--- config.mk ---
export PLATFORM = sky130hd
export DESIGN_NAME = csr_arbiter
export DESIGN_NICKNAME = d
export VERILOG_FILES = /design/src/rtl/csr_pkg.sv /design/src/rtl/csr_counter.sv /design/src/rtl/csr_arbiter.sv
export SDC_FILE = /design/constraint.sdc
export NUM_CORES = 1
export LEC_CHECK = 0
export ABC_AREA = 1
export BUFFER_PORTS_ARGS = -buffer_cell sky130_fd_sc_hd__buf_2
export CAP_MARGIN = 10
export CORE_MARGIN = 10
export CORE_UTILIZATION = 46
export DETAILED_ROUTE_END_ITERATION = 10
export PLACE_DENSITY = 0.77
export SLEW_MARGIN = 10
export SYNTH_ARGS = -nofsm -noshare
export SYNTH_HDL_FRONTEND = slang
export SYNTH_SLANG_ARGS = --single-unit
--- constraint.sdc ---
create_clock -name clk -period 3.3 [get_ports clk]
set_input_delay 0.165 -clock clk [delete_from_list [all_inputs] [get_ports clk]]
set_output_delay 0.165 -clock clk [all_outputs]
set_load 0.01 [all_outputs]
--- src/rtl/csr_pkg.sv ---
// rtl/csr_pkg.sv - shared CSR addresses, op encodings, host FSM states and decode helpers
package csr_pkg;

  localparam logic [11:0] CSR_CYCLE    = 12'hC00;
  localparam logic [11:0] CSR_CYCLEH   = 12'hC80;
  localparam logic [11:0] CSR_INSTRET  = 12'hC02;
  localparam logic [11:0] CSR_INSTRETH = 12'hC82;

  localparam logic [1:0] OP_NOP = 2'b00;
  localparam logic [1:0] OP_RW  = 2'b01;
  localparam logic [1:0] OP_RS  = 2'b10;
  localparam logic [1:0] OP_RC  = 2'b11;

  typedef enum logic [1:0] {
    H_IDLE = 2'd0,
    H_WAIT = 2'd1,
    H_RESP = 2'd2
  } host_state_e;

  function automatic logic is_counter_addr(input logic [11:0] addr);
    return (addr == CSR_CYCLE) || (addr == CSR_CYCLEH) ||
           (addr == CSR_INSTRET) || (addr == CSR_INSTRETH);
  endfunction

  // Selects the 32-bit half of cycle/instret named by a counter address.
  function automatic logic [31:0] counter_word(input logic [11:0] addr,
                                               input logic [63:0] cyc,
                                               input logic [63:0] ins);
    case (addr)
      CSR_CYCLE:    return cyc[31:0];
      CSR_CYCLEH:   return cyc[63:32];
      CSR_INSTRET:  return ins[31:0];
      CSR_INSTRETH: return ins[63:32];
      default:      return 32'h0;
    endcase
  endfunction

endpackage

--- src/rtl/csr_counter.sv ---
// rtl/csr_counter.sv - free-running W-bit counter with enable, wraps to zero
module csr_counter #(
  parameter int W = 64
) (
  input  logic         clk,
  input  logic         rst,
  input  logic         en,
  output logic [W-1:0] count
);

  logic [W-1:0] count_q;
  logic [W-1:0] count_d;

  // Next count: advance by one when enabled; natural overflow gives the wrap.
  always_comb begin
    count_d = count_q;
    if (en) count_d = count_q + W'(1);
  end

  // Counter register, cleared asynchronously.
  always_ff @(posedge clk or posedge rst) begin
    if (rst) count_q <= '0;
    else     count_q <= count_d;
  end

  assign count = count_q;

endmodule

--- src/rtl/csr_arbiter.sv ---
// rtl/csr_arbiter.sv - CPU/host CSR arbiter (tohost + optional counters under CSR_COUNTERS_EN)
module csr_arbiter
  import csr_pkg::*;
#(
  parameter logic [11:0] TOHOST_ADDR = 12'h51E,
  parameter int          CNT_W       = 64
) (
  input  logic        clk,
  input  logic        rst,
  input  logic        cpu_csr_en,
  input  logic [1:0]  cpu_csr_op,
  input  logic [11:0] cpu_csr_addr,
  input  logic [31:0] cpu_csr_wdata,
  output logic [31:0] cpu_csr_rdata,
  input  logic        instr_retire,
  input  logic        host_req_valid,
  input  logic        host_req_we,
  input  logic [11:0] host_req_addr,
  input  logic [31:0] host_req_wdata,
  output logic        host_req_ready,
  output logic        host_resp_valid,
  output logic [31:0] host_resp_data,
  output logic [31:0] tohost,
  output logic        illegal_csr
);

  logic [63:0] cycle_w;
  logic [63:0] instret_w;

`ifdef CSR_COUNTERS_EN
  localparam logic CNT_EN = 1'b1;
  logic [CNT_W-1:0] cycle_cnt;
  logic [CNT_W-1:0] instret_cnt;

  csr_counter #(.W(CNT_W)) u_cycle (
    .clk   (clk),
    .rst   (rst),
    .en    (1'b1),
    .count (cycle_cnt)
  );

  csr_counter #(.W(CNT_W)) u_instret (
    .clk   (clk),
    .rst   (rst),
    .en    (instr_retire),
    .count (instret_cnt)
  );

  assign cycle_w   = 64'(cycle_cnt);
  assign instret_w = 64'(instret_cnt);
`else
  localparam logic CNT_EN = 1'b0;
  logic unused_cnt;
  assign unused_cnt = instr_retire ^ CNT_W[0];
  assign cycle_w    = 64'h0;
  assign instret_w  = 64'h0;
`endif

  host_state_e state_q, state_d;
  logic [31:0] tohost_q, tohost_d;
  logic        h_we_q, h_we_d;
  logic [11:0] h_addr_q, h_addr_d;
  logic [31:0] h_wdata_q, h_wdata_d;
  logic [31:0] resp_data_q, resp_data_d;

  logic        cpu_is_tohost;
  logic        cpu_is_cnt;
  logic        cpu_wants_wr;
  logic        cpu_wr;
  logic [31:0] cpu_old;
  logic [31:0] cpu_new;
  logic        h_is_tohost;
  logic [31:0] host_old;

  // CPU side: decode, legality, old value and the value an RW/RS/RC would commit.
  always_comb begin
    cpu_is_tohost = (cpu_csr_addr == TOHOST_ADDR);
    cpu_is_cnt    = CNT_EN && is_counter_addr(cpu_csr_addr);
    cpu_wants_wr  = (cpu_csr_op == OP_RW) ||
                    ((cpu_csr_op != OP_NOP) && (cpu_csr_wdata != 32'h0));
    cpu_old       = cpu_is_tohost ? tohost_q :
                    (cpu_is_cnt ? counter_word(cpu_csr_addr, cycle_w, instret_w) : 32'h0);
    illegal_csr   = cpu_csr_en && (cpu_csr_op != OP_NOP) &&
                    ((!cpu_is_tohost && !cpu_is_cnt) || (!cpu_is_tohost && cpu_wants_wr));
    cpu_csr_rdata = illegal_csr ? 32'h0 : cpu_old;
    cpu_wr        = cpu_csr_en && (cpu_csr_op != OP_NOP) && cpu_is_tohost && cpu_wants_wr;
    case (cpu_csr_op)
      OP_RS:   cpu_new = cpu_old | cpu_csr_wdata;
      OP_RC:   cpu_new = cpu_old & ~cpu_csr_wdata;
      default: cpu_new = cpu_csr_wdata;
    endcase
  end

  // Host FSM and tohost update; host only touches state when the CPU is idle, so writes never collide.
  always_comb begin
    state_d        = state_q;
    tohost_d       = tohost_q;
    h_we_d         = h_we_q;
    h_addr_d       = h_addr_q;
    h_wdata_d      = h_wdata_q;
    resp_data_d    = resp_data_q;
    host_req_ready = (state_q == H_IDLE) && !cpu_csr_en;
    h_is_tohost    = (h_addr_q == TOHOST_ADDR);
    if (h_is_tohost)
      host_old = tohost_q;
    else if (!h_we_q && CNT_EN && is_counter_addr(h_addr_q))
      host_old = counter_word(h_addr_q, cycle_w, instret_w);
    else
      host_old = 32'h0;

    case (state_q)
      H_IDLE: begin
        if (host_req_valid && host_req_ready) begin
          h_we_d    = host_req_we;
          h_addr_d  = host_req_addr;
          h_wdata_d = host_req_wdata;
          state_d   = H_WAIT;
        end
      end
      H_WAIT: begin
        if (!cpu_csr_en) begin
          resp_data_d = host_old;
          if (h_we_q && h_is_tohost) tohost_d = h_wdata_q;
          state_d = H_RESP;
        end
      end
      H_RESP:  state_d = H_IDLE;
      default: state_d = H_IDLE;
    endcase

    if (cpu_wr) tohost_d = cpu_new;
  end

  // State registers; reset drops any in-flight host transaction.
  always_ff @(posedge clk or posedge rst) begin
    if (rst) begin
      state_q     <= H_IDLE;
      tohost_q    <= 32'h0;
      h_we_q      <= 1'b0;
      h_addr_q    <= 12'h0;
      h_wdata_q   <= 32'h0;
      resp_data_q <= 32'h0;
    end else begin
      state_q     <= state_d;
      tohost_q    <= tohost_d;
      h_we_q      <= h_we_d;
      h_addr_q    <= h_addr_d;
      h_wdata_q   <= h_wdata_d;
      resp_data_q <= resp_data_d;
    end
  end

  assign tohost          = tohost_q;
  assign host_resp_valid = (state_q == H_RESP);
  assign host_resp_data  = resp_data_q;

endmodule
==> results.sh, run 1 <==
export IMPL_outcome="completed"
export IMPL_ant_nets=0
export IMPL_drt_iter0_markers=508
export IMPL_grt_pass1_wl_um=28500
export IMPL_max_freq_mhz=421
export IMPL_cts_buffers=9
export IMPL_gr_usage_all_layers=0.212
export IMPL_insertion_delay_ns=0.36
export IMPL_hold_viol=0
export IMPL_clkSinkCount=111
export IMPL_crit_required_ns=3.59
export IMPL_cap_violations=0
export IMPL_fin_skew_ns=0.00583
export IMPL_die_x_um=131
export IMPL_ys_seq_area_frac=0.490
export IMPL_period_share=0.719
export IMPL_cell_internal_pwr_mw=2.35
export IMPL_ys_flop_type="dfrtp_1"
export IMPL_regArea_um2=2780
export IMPL_core_um2=12100
export IMPL_syn_inst=695
export IMPL_synth_edf_count=0
export IMPL_critPathKind="flop to flop"
export IMPL_synth_area_per_cell_um2=8.15
export IMPL_ys_ff_latch=111
export IMPL_fp_row_count=40
export IMPL_grt_max_degree=57
export IMPL_clock_tree_root_cell="clkbuf_16"
export IMPL_leakagePower_nw=3.71
export IMPL_dieHeight_um=131
export IMPL_fill_cells=1102
export IMPL_placed_cell_area_um2=6750
export IMPL_final_core_util=0.585
export IMPL_htreeDepth=3
export IMPL_ios=195
export IMPL_ys_warn_count=0
export IMPL_multiInputGateArea_um2=2480
export IMPL_finalNetCount=967
export IMPL_wire_per_inst_um=17.4
export IMPL_dpl_worst_slack_ns=0.990
export IMPL_holdCritStartpoint="host_req_addr[8]"
export IMPL_initial_core_util=0.470
export IMPL_cp_max_fo=31
export IMPL_fin_cells=1045
export IMPL_yosys_area_top_type_share=0.490
export IMPL_vias_per_cell=5.23
export IMPL_reg2reg_to="tohost[4]"
export IMPL_tns_ns=0
export IMPL_worstPathArrival_ns=2.66
export IMPL_clockBufferDepth=2
export IMPL_drc_errors=0
export IMPL_cts_tree="done"
export IMPL_gp_congestion=0.844
export IMPL_fin_crit_ns=2.37
export IMPL_synth_most_common_cell="nand2_1"
export IMPL_clock_power_share=0.356
export IMPL_clkSlewWorstSetupHoldPaths_ns=0.07
export IMPL_maxSlewHeadroom=0.219
export IMPL_setup_violations=0
export IMPL_start_kind="flop"
export IMPL_tightest_slew_ns=1.17
export IMPL_grt_pass1_vias=5454
export IMPL_vias=5466
export IMPL_rsz0062_at_grt="no"
export IMPL_dp_cells=1027
export IMPL_reg2reg_slack_ns=0.93
export IMPL_p_seq_frac=0.513
export IMPL_critPathCaptureType="flop"
export IMPL_switching_share=0.250
export IMPL_powerDensity_nw_per_um2=444
export IMPL_portBuffers=193
export IMPL_drive_gt1_frac=0.309
export IMPL_yosys_top_cells_count="157 x nand2_1, 111 x dfrtp_1, 102 x nand3_1, 102 x nor2_1, 56 x inv_1"
export IMPL_synth_async_reset_ratio=1.00
export IMPL_drtPass1Iterations=5
export IMPL_startpoint="h_addr_q[5]"
export IMPL_synth_cell_types=24
export IMPL_syn_nets=791
export IMPL_ir_drop_mv=0.271
export IMPL_finish_instance_area_um2=7060
export IMPL_yosysTopAreaCell="dfrtp_1"
export IMPL_cts_resized=0
export IMPL_hold_path_class="input port to flop"
export IMPL_p_switching_uw=783
export IMPL_comb_power_share=0.131
export IMPL_crit_path_end="tohost[4]"
export IMPL_reg2reg_depth=7
export IMPL_hpwl_um=13200
export IMPL_r2r_start="h_addr_q[5]"
export IMPL_synth_area_leaders="dfrtp_1 49%, nand2_1 10%, nand3_1 9.0%"
export IMPL_maxSlewViolCount=0
export IMPL_syn_cell_area_um2=5670
export IMPL_overflow=0
export IMPL_die_area_um2=17200
export IMPL_area_growth_pct=24.6
export IMPL_routed_wl_um=18200
export IMPL_grt_antenna_before_repair=1
export IMPL_fin_ws_ns=0.926
==> cell type report <==
class | count | share of cell area
Timing Repair Buffer | 205 | 0.152
Clock inverter | 2 | 0.00549
Multi-Input combinational cell | 487 | 0.351
Inverter | 57 | 0.0307
Sequential cell | 111 | 0.393
Clock buffer | 13 | 0.0369
Tap cell | 168 | 0.0298
Antenna cell | 2 | 0.000709
==> registers in the layout (all words and copies together) (netlist names) <==
name            cells
h_addr_q           12
tohost             32
state_q             2
h_we_q              1
h_wdata_q          32
host_resp_data     32
==> critical path, stage by stage (launching register included) <==
cell and delay, ns:
dfrtp_1 0.38, nor2_1 0.18, nand3_1 0.09, nor2_1 0.19, nand4_4 0.39, nor2_4 0.80, nand2_1 0.14, nand3_1 0.14
==> cell usage in the layout, fill, tap and decap left out, types with 3 or more instances in the layout <==
master / n
a21oi_1: 3
buf_2: 193
buf_4: 10
clkbuf_16: 9
dfrtp_1: 111
inv_1: 55
mux2_2: 39
mux2_4: 3
nand2_1: 156
nand3_1: 102
nand4_1: 37
nor2_1: 101
nor2_2: 4
o21ai_0: 33
==> power by group through the flow <==
stage | sequential (mW) | combinational, mW | clock [mW]
after floorplan | 1.60 | 0.286 | 0
after global placement | 1.63 | 0.399 | 0
after detailed placement | 1.63 | 0.413 | 0
after CTS | 1.61 | 0.416 | 1.13
after global routing | 1.63 | 0.463 | 1.19
final | 1.61 | 0.411 | 1.11
==> repair_timing <==
| item | in CTS | in global routing |
|---|---|---|
| setup buffers | 0 | 0 |
| hold buffers | 1 | 0 |
| endpoints found under the hold margin | 55 | 0 |
==> worst min path at each step <==
stage / endpoint / slack [ns] / depth (start not counted)
global route: h_addr_q[3] / 0.03 / 2
finish: h_addr_q[8] / 0.03 / 2
CTS: h_wdata_q[2] / 0.02 / 2
floorplan: state_q[0] / 0.31 / 2
detailed placement: h_addr_q[9] / 0.33 / 2
global placement: h_addr_q[11] / 0.33 / 2
==> routing by layer <==
metal  wire [um]  part of all wire  GRT usage
met5           0                 0          0
met3        1570             0.086     0.0459
met2        8660              0.48      0.342
met1        7470              0.41      0.268
met4         515             0.028     0.0974
==> logic make-up (layout without fill, tap and decap cells) <==
group | Yosys count | after routing | share of synthesized area
compound gates | 36 | 36 | 0.0318
buf+inv | 97 | 277 | 0.0727
simple gates | 409 | 409 | 0.320
other cells | 0 | 2 | 0
mux | 42 | 42 | 0.0855
flops | 111 | 111 | 0.490
==> stage by stage <==
step | total power, mW | hold WS (ns)
final | 3.14 | 0.0313
after global routing | 3.27 | 0.0300
after CTS | 3.16 | 0.0240
after detailed placement | 2.05 | 0.330
after global placement | 2.03 | 0.327
after floorplan | 1.89 | 0.310
Note: power is estimated with default switching activity, not from simulation.
==> run 2: changes to the inputs <==
clock period = 2 ns   (was 3.3 ns; I/O delays follow)
==> run 2 against run 1 <==
Compared with the run above: first-iteration DRC count is 10% lower; global-route usage up 0.38 points; highest routed layer is now met5; final area rose by 7.1%; routed wire length up 2.6%; sequential cell count unchanged; combinational power is 83% higher; largest cell class unchanged; sequential share of layout area down 2.6 points; critical endpoint is now h_wdata_q[23]; clock power rose by 68%; sequential power grew 65%; clock skew barely moved; core utilization rose by 4.1 points.
==> results.sh, run 2 (synthesis results as in run 1) <==
export IMPL_grt_pass1_wl_um=29100
export IMPL_critPathCaptureType="flop"
export IMPL_slowest_delay_ns=0.55
export IMPL_fin_crit_ns=1.66
export IMPL_hold_viol=0
export IMPL_wire_per_inst_um=17.1
export IMPL_die_x_um=131
export IMPL_critPathKind="flop to flop"
export IMPL_grt_use_met2=0.359
export IMPL_clockBufferDepth=2
export IMPL_p_total_mw=5.25
export IMPL_maxSlewViolCount=0
export IMPL_timing_hold_ws_ns=0.0108
export IMPL_core_um2=12100
export IMPL_worstPathArrival_ns=1.89
export IMPL_gp_congestion=0.888
export IMPL_initial_core_util=0.470
export IMPL_vias_per_cell=5.21
export IMPL_drc_errors=0
export IMPL_dieHeight_um=131
export IMPL_setup_violations=0
export IMPL_maxSlewHeadroom=0.539
export IMPL_htreeDepth=3
export IMPL_area_growth_pct=33.4
export IMPL_tightest_slew_ns=0.690
export IMPL_ant_nets=0
export IMPL_overflow=0
export IMPL_final_common_cell="buf_2"
export IMPL_cp_max_fo=49
export IMPL_clock_tree_root_cell="clkbuf_16"
export IMPL_grt_max_degree=112
export IMPL_drt_iter0_markers=456
export IMPL_leakagePower_nw=3.93
export IMPL_insertion_delay_ns=0.35
export IMPL_final_core_util=0.627
export IMPL_hpwl_um=13100
export IMPL_layout_common_cells="193 x buf_2, 156 x nand2_1, 111 x dfrtp_1"
export IMPL_clkSinkCount=111
export IMPL_drive_gt1_frac=0.302
export IMPL_busiest_layer="met2"
export IMPL_gr_usage_all_layers=0.216
export IMPL_cpMaxStageDelayCell="buf_4"
export IMPL_met1_usage=0.259
export IMPL_max_freq_mhz=603
export IMPL_routed_wl_um=18700
export IMPL_path_cells="nor3_2 > nand2_2 > buf_4 > mux2_2"
export IMPL_powerDensity_nw_per_um2=695
export IMPL_grt_antenna_before_repair=3
export IMPL_finalNetCount=1018
export IMPL_ir_drop_mv=0.786
export IMPL_tns_ns=0
export IMPL_clkSlewWorstSetupHoldPaths_ns=0.07
export IMPL_fp_row_count=40
export IMPL_rsz0062_at_grt="no"
export IMPL_outcome="completed"
export IMPL_die_area_um2=17200
export IMPL_ios=195
export IMPL_start_kind="flop"
export IMPL_cts_buffers=9
export IMPL_fin_skew_ns=0.00575
export IMPL_cts_resized=0
export IMPL_cts_tree="done"
export IMPL_portBuffers=193
export IMPL_fill_cells=1061
export IMPL_grt_pass1_vias=5772
export IMPL_period_share=0.830
export IMPL_vias=5705
export IMPL_cap_violations=0
export IMPL_drtPass1Iterations=5
export IMPL_gr_usage_met3=0.0516
export IMPL_crit_required_ns=2.23
export IMPL_hold_path_class="input port to flop"
## run 2: cell count changes in the layout (fill, tap and decap cells not counted), sizes merged
| cell | delta |
|---|---|
| buf | +9 |
| clkinv | +1 |
| inv | -2 |
| dlygate4sd3 | +42 |
| clkinvlp | +1 |
## run 2: final timing paths
path,start,end,slack (ns),cells after the start
setup / recovery,state_q[0],h_wdata_q[23],0.34,4
hold / removal,host_req_wdata[18],h_wdata_q[18],0.01,2
setup reg to reg,state_q[0],h_wdata_q[23],0.34,4
hold reg to reg,host_resp_data[8],host_resp_data[8],0.48,2
max in group asynchronous,rst,h_wdata_q[12],1.08,4
min in group asynchronous,rst,h_addr_q[3],0.46,4
## run 2: power breakdown
part / switching [mW] / internal [mW] / leakage, nW
clock: 0.786 / 1.07 / 0.152
combinational: 0.356 / 0.397 / 2.33
sequential: 0.145 / 2.50 / 1.45
total: 1.29 / 3.97 / 3.93
## run 2: final cells by class
type                            instances  area [um2]  share of cell area
Sequential cell                       111        2780               0.367
Inverter                               57         218              0.0288
Clock buffer                           13         270              0.0357
Antenna cell                            2        5.00            0.000662
Multi-Input combinational cell        487        2480               0.328
Clock inverter                          2        38.8             0.00513
Tap cell                              168         210              0.0278
Timing Repair Buffer                  256        1560               0.206
## run 2: routing by layer
layer  wire, um  share of wire
met1       7570           0.41
met2       9020           0.48
met3       1450          0.077
met4        642          0.034
met5          7        0.00037
## run 2: per-stage QoR
step | instances | worst slack [ns] | instance area (um2)
final | 1096 | 0.340 | 7560
after global routing | 1096 | 0.223 | 7560
after CTS | 1094 | 0.343 | 7550
after detailed placement | 1036 | 0.360 | 6820
after global placement | 1036 | 0.395 | 6820
after floorplan | 695 | 0.503 | 5670
## run 2: what timing repair did
item / CTS / global route
endpoints found under the hold margin: 153 / 0
hold buffers: 43 / 0
buffers inserted: 0 / 0
## run 2: worst max-delay path, delay by kind of cell, from the launching register on
kind / cells / cell delay, ns
mux: 1 / 0.42
simple gates: 2 / 0.13
buf+inv: 1 / 0.55
flops: 1 / 0.42
==> run 3: changes to the inputs <==
CORE_UTILIZATION = 51   (was 46)
PLACE_DENSITY = 0.81   (was 0.77)
clock period = 1.7 ns   (was 2 ns; I/O delays follow)
==> run 3 against run 2 <==
Compared with the run above: non-clock buffer count up 4; count of clock-buffer cells in the layout is 2 lower; clock skew grew 0.0077 ns; sequential share of layout area increased by 0.29 points; sequential power rose by 18%; sequential cell count did not move; fmax increased by 7.2%; combinational power up 20%; register-to-register slack worse by 0.19 ns; via count increased by 1.2%; cell count down 2.1%; critical endpoint is now tohost[26]; largest cell class unchanged; highest routed layer is now met4.
==> results.sh, run 3 (synthesis results as in run 1) <==
export IMPL_fp_row_count=38
export IMPL_clock_tree_root_cell="clkbuf_8"
export IMPL_finish_instance_area_um2=7500
export IMPL_leakagePower_nw=3.91
export IMPL_overflow=0
export IMPL_timing_hold_ws_ns=0.00969
export IMPL_grt_pass1_vias=5788
export IMPL_setup_violations=0
export IMPL_critPathKind="flop to flop"
export IMPL_drt_iter0_markers=709
export IMPL_fin_skew_ns=0.0135
export IMPL_cts_setup_buffers=0
export IMPL_ios=195
export IMPL_ir_drop_mv=0.483
export IMPL_portBuffers=193
export IMPL_ant_nets=0
export IMPL_cts_buffers=9
export IMPL_powerDensity_nw_per_um2=763
export IMPL_placed_cell_area_um2=6810
export IMPL_cp_max_fo=32
export IMPL_core_um2=10800
export IMPL_tns_ns=0
export IMPL_drtPass1Iterations=7
export IMPL_rsz0062_at_grt="no"
export IMPL_maxSlewViolCount=0
export IMPL_vias_per_cell=5.38
export IMPL_routedLengthMet1_um=7360
export IMPL_insertion_delay_ns=0.37
export IMPL_finalNetCount=1022
export IMPL_grt_max_degree=112
export IMPL_grt_antenna_before_repair=2
export IMPL_drc_errors=0
export IMPL_critPathCaptureType="flop"
export IMPL_area_growth_pct=32.4
export IMPL_die_area_um2=15700
export IMPL_multiInputGateArea_um2=2480
export IMPL_final_common_cell="buf_2"
export IMPL_clkSinkCount=111
export IMPL_dieHeight_um=125
export IMPL_fin_crit_ns=1.55
export IMPL_cap_violations=0
export IMPL_start_kind="flop"
export IMPL_worstPathArrival_ns=1.79
export IMPL_gr_usage_all_layers=0.231
export IMPL_layout_common_cells="193 x buf_2, 156 x nand2_1, 111 x dfrtp_1"
export IMPL_dp_cells=1009
export IMPL_gp_congestion=0.890
export IMPL_clkSlewWorstSetupHoldPaths_ns=0.11
export IMPL_fill_cells=885
export IMPL_grt_pass1_wl_um=30200
export IMPL_routed_top_layer="met4"
export IMPL_crit_required_ns=1.94
export IMPL_hpwl_um=13100
export IMPL_initial_core_util=0.523
export IMPL_maxSlewHeadroom=0.596
export IMPL_clockBufferDepth=2
export IMPL_hold_viol=0
export IMPL_htreeDepth=3
export IMPL_drive_gt1_frac=0.305
export IMPL_route_met2_wl_um=9540
export IMPL_tightest_slew_ns=0.605
export IMPL_routed_wl_um=18800
export IMPL_wire_per_inst_um=17.5
export IMPL_p_total_mw=5.72
export IMPL_regArea_um2=2780
export IMPL_hold_path_class="input port to flop"
export IMPL_wl_met3_um=1570
export IMPL_cts_tree="done"
export IMPL_period_share=0.911
export IMPL_vias=5776
export IMPL_max_freq_mhz=646
export IMPL_outcome="completed"
export IMPL_fin_cells=1073
export IMPL_die_x_um=125
==> run 3: path summary, 6_finish.rpt <==
| path | endpoint | start | slack, ns | cells after the start |
|---|---|---|---|---|
| worst max-delay path | tohost[26] | h_addr_q[9] | 0.15 | 7 |
| worst min-delay path | state_q[0] | cpu_csr_en | 0.01 | 3 |
| worst max register to register | tohost[26] | h_addr_q[9] | 0.15 | 7 |
| worst min register to register | host_resp_data[16] | host_resp_data[16] | 0.49 | 2 |
| max in group asynchronous | h_wdata_q[16] | rst | 0.80 | 4 |
| min in group asynchronous | h_addr_q[2] | rst | 0.40 | 4 |
==> run 3: final cells by class <==
type | count | share of cell area
antenna | 2 | 0.000667
clock buffer | 11 | 0.0202
clock inverter | 5 | 0.00851
inverter | 57 | 0.0290
multi-input combinational | 487 | 0.331
sequential | 111 | 0.370
tap | 140 | 0.0234
timing repair buffer | 260 | 0.217
==> run 3: worst max-delay path, stage by stage (launching register included) <==
cell and delay [ns]:
dfrtp_1 0.41, nor2_2 0.20, nand4_1 0.13, nor2_2 0.15, nand3_1 0.11, buf_6 0.22
nand3_1 0.11, nand3_1 0.09
==> run 3: layer usage <==
metal / vias to the layer above / GRT usage
met2: 278 / 0.405
met5: - / 0
li1: 2742 / -
met3: 26 / 0.0545
met1: 2730 / 0.274
met4: 0 / 0.0705
==> run 3: repair_timing <==
| action | CTS | global route |
|---|---|---|
| resized for setup | 0 | 2 |
| setup endpoints to repair | 0 | 32 |
| hold buffers | 46 | 0 |
| hold endpoints to repair | 156 | 0 |
==> run 3: power by group <==
part | total (mW) | internal (mW) | switching [mW]
registers | 3.13 | 2.94 | 0.187
logic | 0.905 | 0.480 | 0.426
clock network | 1.69 | 0.774 | 0.915
total | 5.72 | 4.19 | 1.53
==> run 3: stage by stage <==
step / worst slack (ns) / utilization
finish: 0.152 / 0.692
global route: 0.0316 / 0.692
CTS: 0.104 / 0.691
detailed placement: 0.114 / 0.628
global placement: 0.217 / 0.628
floorplan: 0.203 / -
